===== src/rtl/fp16_operand_loader.sv =====
// fp16_operand_loader: captures fp16 operands/opcode for the FPU FSM and unpacks them to {sign, exp, mant}
module fp16_operand_loader #(
  parameter int OPW = 2
) (
  input  logic        clk,
  input  logic        rst,
  input  logic [15:0] data_in,
  input  logic        data_valid,
  input  logic        ena_a,
  input  logic        ena_b,
  input  logic        ena_o,
  input  logic        clear,
  output logic [17:0] A,
  output logic [17:0] B,
  output logic [17:0] O,
  output logic [1:0]  a_class,
  output logic [1:0]  b_class,
  output logic        a_valid,
  output logic        b_valid,
  output logic        o_valid,
  output logic        o_err,
  output logic        ack,
  output logic        conflict,
  output logic        busy
);
  typedef enum logic [1:0] {IDLE, LATCH, UNPACK, WAIT_REL} state_t;
  state_t      state;
  logic [15:0] raw_q;
  logic [1:0]  tgt;
  logic [4:0]  e;
  logic [9:0]  f;
  logic [17:0] unp;
  logic [1:0]  cls;
  logic        tgt_ena;
  logic        multi;
  always_comb begin
    e = raw_q[14:10];
    f = raw_q[9:0];
    unp = e == 5'd0 ? {raw_q[15], (f == 10'd0 ? 5'd0 : 5'd1), 2'b00, f} : {raw_q[15], e, 2'b01, f};
    cls = e == 5'd31 ? (f == 10'd0 ? 2'd2 : 2'd3) : (e == 5'd0 && f == 10'd0) ? 2'd1 : 2'd0;
    tgt_ena = tgt == 2'd0 ? ena_a : tgt == 2'd1 ? ena_b : ena_o;
    multi = (ena_a & ena_b) | (ena_a & ena_o) | (ena_b & ena_o);
  end
  assign busy = state != IDLE;
  always_ff @(posedge clk) begin
    if (rst) begin
      state    <= IDLE;
      raw_q    <= '0;
      tgt      <= '0;
      A        <= '0;
      B        <= '0;
      O        <= '0;
      a_class  <= '0;
      b_class  <= '0;
      a_valid  <= 1'b0;
      b_valid  <= 1'b0;
      o_valid  <= 1'b0;
      o_err    <= 1'b0;
      ack      <= 1'b0;
      conflict <= 1'b0;
    end else if (clear) begin
      a_valid  <= 1'b0;
      b_valid  <= 1'b0;
      o_valid  <= 1'b0;
      a_class  <= '0;
      b_class  <= '0;
      o_err    <= 1'b0;
      conflict <= 1'b0;
      ack      <= 1'b0;
      // a load already acknowledged must still see its ena released before the next one
      state    <= state == WAIT_REL ? WAIT_REL : IDLE;
    end else begin
      case (state)
        IDLE: if ((ena_a | ena_b | ena_o) & data_valid) begin
          raw_q    <= data_in;
          tgt      <= ena_a ? 2'd0 : ena_b ? 2'd1 : 2'd2;
          conflict <= conflict | multi;
          state    <= LATCH;
        end
        LATCH: state <= UNPACK;
        UNPACK: begin
          ack   <= 1'b1;
          state <= WAIT_REL;
          if (tgt == 2'd0) begin
            A       <= unp;
            a_class <= cls;
            a_valid <= 1'b1;
          end else if (tgt == 2'd1) begin
            B       <= unp;
            b_class <= cls;
            b_valid <= 1'b1;
          end else begin
            O       <= {{(18-OPW){1'b0}}, raw_q[OPW-1:0]};
            o_err   <= |raw_q[15:OPW];
            o_valid <= 1'b1;
          end
        end
        default: begin
          ack <= 1'b0;
          if (!tgt_ena) state <= IDLE;
        end
      endcase
    end
  end
endmodule

===== config.mk =====
export PLATFORM = sky130hd
export DESIGN_NAME = fp16_operand_loader
export DESIGN_NICKNAME = d
export VERILOG_FILES = /design/src/rtl/fp16_operand_loader.sv
export SDC_FILE = /design/constraint.sdc
export NUM_CORES = 1
export LEC_CHECK = 0
export BUFFER_PORTS_ARGS = -buffer_cell sky130_fd_sc_hd__buf_2
export CAP_MARGIN = 30
export CELL_PAD_IN_SITES_DETAIL_PLACEMENT = 1
export CELL_PAD_IN_SITES_GLOBAL_PLACEMENT = 2
export CORE_MARGIN = 2
export CORE_UTILIZATION = 30
export CTS_BUF_LIST = sky130_fd_sc_hd__clkbuf_8
export DETAILED_ROUTE_END_ITERATION = 10
export GPL_ROUTABILITY_DRIVEN = 0
export HOLD_SLACK_MARGIN = 0.02
export PLACE_DENSITY = 0.82
export SLEW_MARGIN = 20
export SYNTH_ARGS = -nofsm -noshare
export SYNTH_HDL_FRONTEND = slang
export SYNTH_SLANG_ARGS = --single-unit

===== constraint.sdc =====
create_clock -name clk -period 2.1 [get_ports clk]
set_input_delay 0.42 -clock clk [delete_from_list [all_inputs] [get_ports clk]]
set_output_delay 0.42 -clock clk [all_outputs]
set_load 0.02 [all_outputs]

Yosys cells after proc, flatten, opt, wreduce, memory -nomap -nowiden:

Index checks and enable logic that the tools add are counted.

* bits in registers: 68
* input bits: 23
* output and inout port bits: 65
* logic and storage cells: 66

* equality and inequality tests: 7
* muxes and demuxes: 15
* bitwise logic cells: 12
* reduce and logical (&&, ||, !) cells: 18

Operator list (count)
* $mux 17: 1
* $mux 2: 7
* $reduce_or 14->1: 1
* $reduce_and 3->1: 4
* $logic_not 10->1: 1
* $reduce_and 4->1: 2
* $pmux 2 s3: 1
* $reduce_and 2->1: 3
* $eq 5x5->1 const B: 1
* $logic_not 5->1: 1
* $mux 1: 5
* $ne 5x2->1 const B: 1
* $or 1x1->1: 5
* $and 1x1->1: 4
* $eq 2x1->1 const B: 2
* $eq 2x2->1 const B: 2
* $logic_not 2->1: 2
* $reduce_or 2->1: 2
* $ne 3x3->1 const B: 1
* $not 1->1: 3
* $pmux 1 s2: 1
* $reduce_bool 2->1: 1
* $logic_and 1x1->1: 1

Logic depth before layout (Yosys ltp):

* depth after elaboration: 6
* gate-level depth with buffers: 9

Worst setup path before layout:

No wires, ideal clock.

* path type: reg-to-reg
* start: register state[0]
* end: register A[12]
* setup time: 0.086 ns
* arrival time: 1.496 ns
* data required time: 2.014 ns
* slack: 0.519 ns
* stages on the path, launching flop included: 9
* path buffers: 3
* cells stage by stage: dfxtp_1 > inv_1 > ha_1 > buf_4 > nor3b_4 > and2b_1 > buf_4 > buf_6 > a211oi_1

* word-level cells in the longest chain between the ends: 2

Ends and longest elaborated chain
* start, declared: RTL line 27 `state_t state;`
* start signal, assigned: RTL line 71 `state <= state == WAIT_REL ? WAIT_REL : IDLE;`
* $eq 2x2->1: RTL line 73 `case (state)`
* $reduce_and 3->1 (no line)
* end signal, assigned: RTL line 85 `A <= unp;`
* end, declared: RTL line 13 `output logic [17:0] A,`

No other way between the ends.
A chain may end at the register's enable or synchronous reset.

Worst setup path after layout:

* start: register state[0]
* end: register B[6]

* word-level cells in the longest chain between the ends: 2

Ends and longest elaborated chain
* $eq 2x2->1: RTL line 73
* $reduce_and 4->1 (no line)
* end signal, assigned: RTL line 89 `B <= unp;`
* end, declared: RTL line 14 `output logic [17:0] B,`

No other way between the ends.

==> flow_summary.yaml <==
logic_synthesis:
  yosys.area.top_type: "dfxtp_1"
  synth_area_sq_um: 2770
  ys.flop_type: "dfxtp_1"
  synth_seq_cells: 66
  synth_edf_count: 0
  synthTopCellsByArea: "dfxtp_1, nand2_1, a21oi_1"
  yosysTopAreaCellShare_pct: 47.7
  post_synth.cell_area_avg_sq_um: 8.39
  synth_warnings: 0
  async_flop_share_pct: 0
  synthTopCellsByCount: "nand2_1, dfxtp_1, a21oi_1"
  ys_types: 40
  synth_most_common_cell: "nand2_1"
  ys_seq_area_share_pct: 47.7
  syn_inst: 330
setup_path:
  critPathRequiredTime_ps: 2370
  crit_family: "simple AND/OR/NAND/NOR gates"
  critPathBufInv: 1
  r2r-start: "state[0]"
  crit_slowest_cell: "nand2b_1"
  slowest_delay_ps: 490
  cp-end-kind: "flip-flop"
  ff2ff_setup_slack_ps: 200
  reg2reg_depth: 6
  path_cells: "inv_1, ha_1, and3b_1, nand2b_1, nand2_1, a21oi_1"
  cp.arrival_ps: 2170
  cp-start-kind: "flip-flop"
  crit_fanout: 15
  rr_endpoint: "B[6]"
  crit_type: "reg2reg"
routing:
  ant_nets: 0
  drt-vias-per-instance: 4.64
  drtIter0Drc: 100
  first_pass_iters: 4
  drt_wl_total_mm: 7.48
  vias: 2393
  routedWlPerCell_microns: 14.5
  route.detailed.drc: 0
worst_hold_path:
  hold_path_end: "raw_q[8]"
  min_from: "data_in[8]"
  hold_depth: 3
  hp-class: "in2reg"
timing:
  max_freq_mhz: 527
  rsz0062_at_grt: "false"
  min_period_over_period_pct: 90.4
  hold_viol_final: 0
  slew_headroom_pct: 57.2
  layout_min_cycle_time_ps: 1900
  setup_tns_ps: 0
  slew_violations: 0
  final.setup_skew_ps: 6.40
  tightest_slew_ps: 641
  setup_viol: 0
clock_network:
  clk_path_buf_depth: 2
  cts_tree: "built"
  cts_buffers: 9
  cts-root-buf: "clkbuf_8"
  htree_levels: 3
  ctsHoldBuffers: 0
  cts_sinks: 66
  clk_latency_ps: 340
  clk_pin_slew_ps: 80
  cts_setup_buffers: 0
  post_cts_resize_count: 0
grt:
  antenna_found_initial: 0
  first_global_vias: 2342
  grt_max_degree: 25
  grt_pass1_wl_mm: 12.1
  gr-usage-all-layers_pct: 15.5
  overflow: 0
die:
  die_area_sq_um: 10000
  ios: 88
  rows: 35
  core_sq_um: 9110
  die_y_microns: 100
  initial_core_util_pct: 30.4
  die_width_microns: 100
final_layout:
  fillCellCount: 1135
  drive_gt1_share_pct: 27.2
  register_area_sq_um: 1320
  finalNetCount: 427
  area_delta_synth_final_pct: 21.3
  diodes: 0
  final_util_pct: 36.9
  multi_input_area_sq_um: 1260
power:
  vdd_drop_max_uv: 278
  powerDensity_nw_per_um2: 837
  static-leakage-power_nw: 1.36
place:
  io_buffers: 69
  hpwl_mm: 5.48
run:
  drv_cap: 0
outcome:
  status: "finished clean"
## tightest hold or removal path: cells and delay by family
family / cells / cell delay, ps
buffers and inverters: 1 / 90
AOI/OAI and AO/OA: 1 / 50
and+or+nand+nor: 1 / 40
## metrics by stage
stage / instances / setup WS (ps) / total power, W / hold WS (ps) / cell area, sq um
floorplan: 347 / 519 / 0.00166 / 454 / 2830
global placement: 500 / 308 / 0.00175 / 440 / 3160
detailed placement: 500 / 228 / 0.00175 / 450 / 3160
CTS: 516 / 179 / 0.00284 / 300 / 3360
global route: 516 / 37.8 / 0.00295 / 316 / 3360
finish: 516 / 201 / 0.00281 / 308 / 3360
## power by group
| part | internal, W | leakage [nW] | switching, W | total (W) |
|---|---|---|---|---|
| Sequential | 0.00129 | 0.534 | 0.0000404 | 0.00133 |
| Clock | 0.000580 | 0.0945 | 0.000509 | 0.00109 |
| Combinational | 0.000145 | 0.727 | 0.000250 | 0.000396 |
| Total | 0.00201 | 1.36 | 0.000800 | 0.00281 |
## metal layers
layer	wire (microns)	vias to the layer above	global-route usage [%]
li1	-	1215	-
met2	3330	58	23.5
met1	3760	1112	22.0
met5	0	-	0
met4	88	0	5.06
met3	296	8	3.41
## final cells by class
class,instances,share of cell area [%]
Clock buffer,10,4.10
Clock inverter,6,1.97
Inverter,3,0.335
Multi-Input combinational cell,241,37.6
Sequential cell,66,39.3
Tap cell,111,4.13
Timing Repair Buffer,79,12.5
## worst max path at each step
stage / startpoint / to / slack [ps] / cells after the start
after floorplan: state[0] / A[12] / 520 / 8
after global placement: state[0] / B[0] / 310 / 6
after detailed placement: state[0] / B[3] / 230 / 6
after CTS: state[0] / B[6] / 180 / 6
after global routing: state[0] / B[16] / 40 / 6
final: state[0] / B[6] / 200 / 6
## sequential cells by signal, summed over array words and instances, names as in the netlist, 2 cells and up
register,flops
raw_q,16
a_class,2
state,2
A,17
b_class,2
tgt,2
B,17
O,2
## cells by family (layout without fill, tap and decap cells)
kind of cell,count (synthesis),in the layout,synth area share [%]
AO/OA/AOI/OAI,89,89,19.6
adder cells (fa/ha/maj),5,5,2.17
buffers and inverters,40,98,8.99
flip-flops,66,66,47.7
multiplexers,4,4,1.58
other,1,18,0.135
AND/OR/NAND/NOR,125,125,19.9
## placed cells by master (no fill, tap or decap), types with 3 or more instances in the layout
cell        instances
clkinvlp_4          3
buf_2              69
dfxtp_1            66
clkbuf_8           10
a21oi_1            53
conb_1             18
nor2_1             19
buf_4              10
mux2i_1             3
nand3b_1            3
inv_1               3
o21ai_0            20
nand2_1            86
a211oi_1            4
nor4_1              3
ha_1                4
Power figures use the tool's default switching activity.
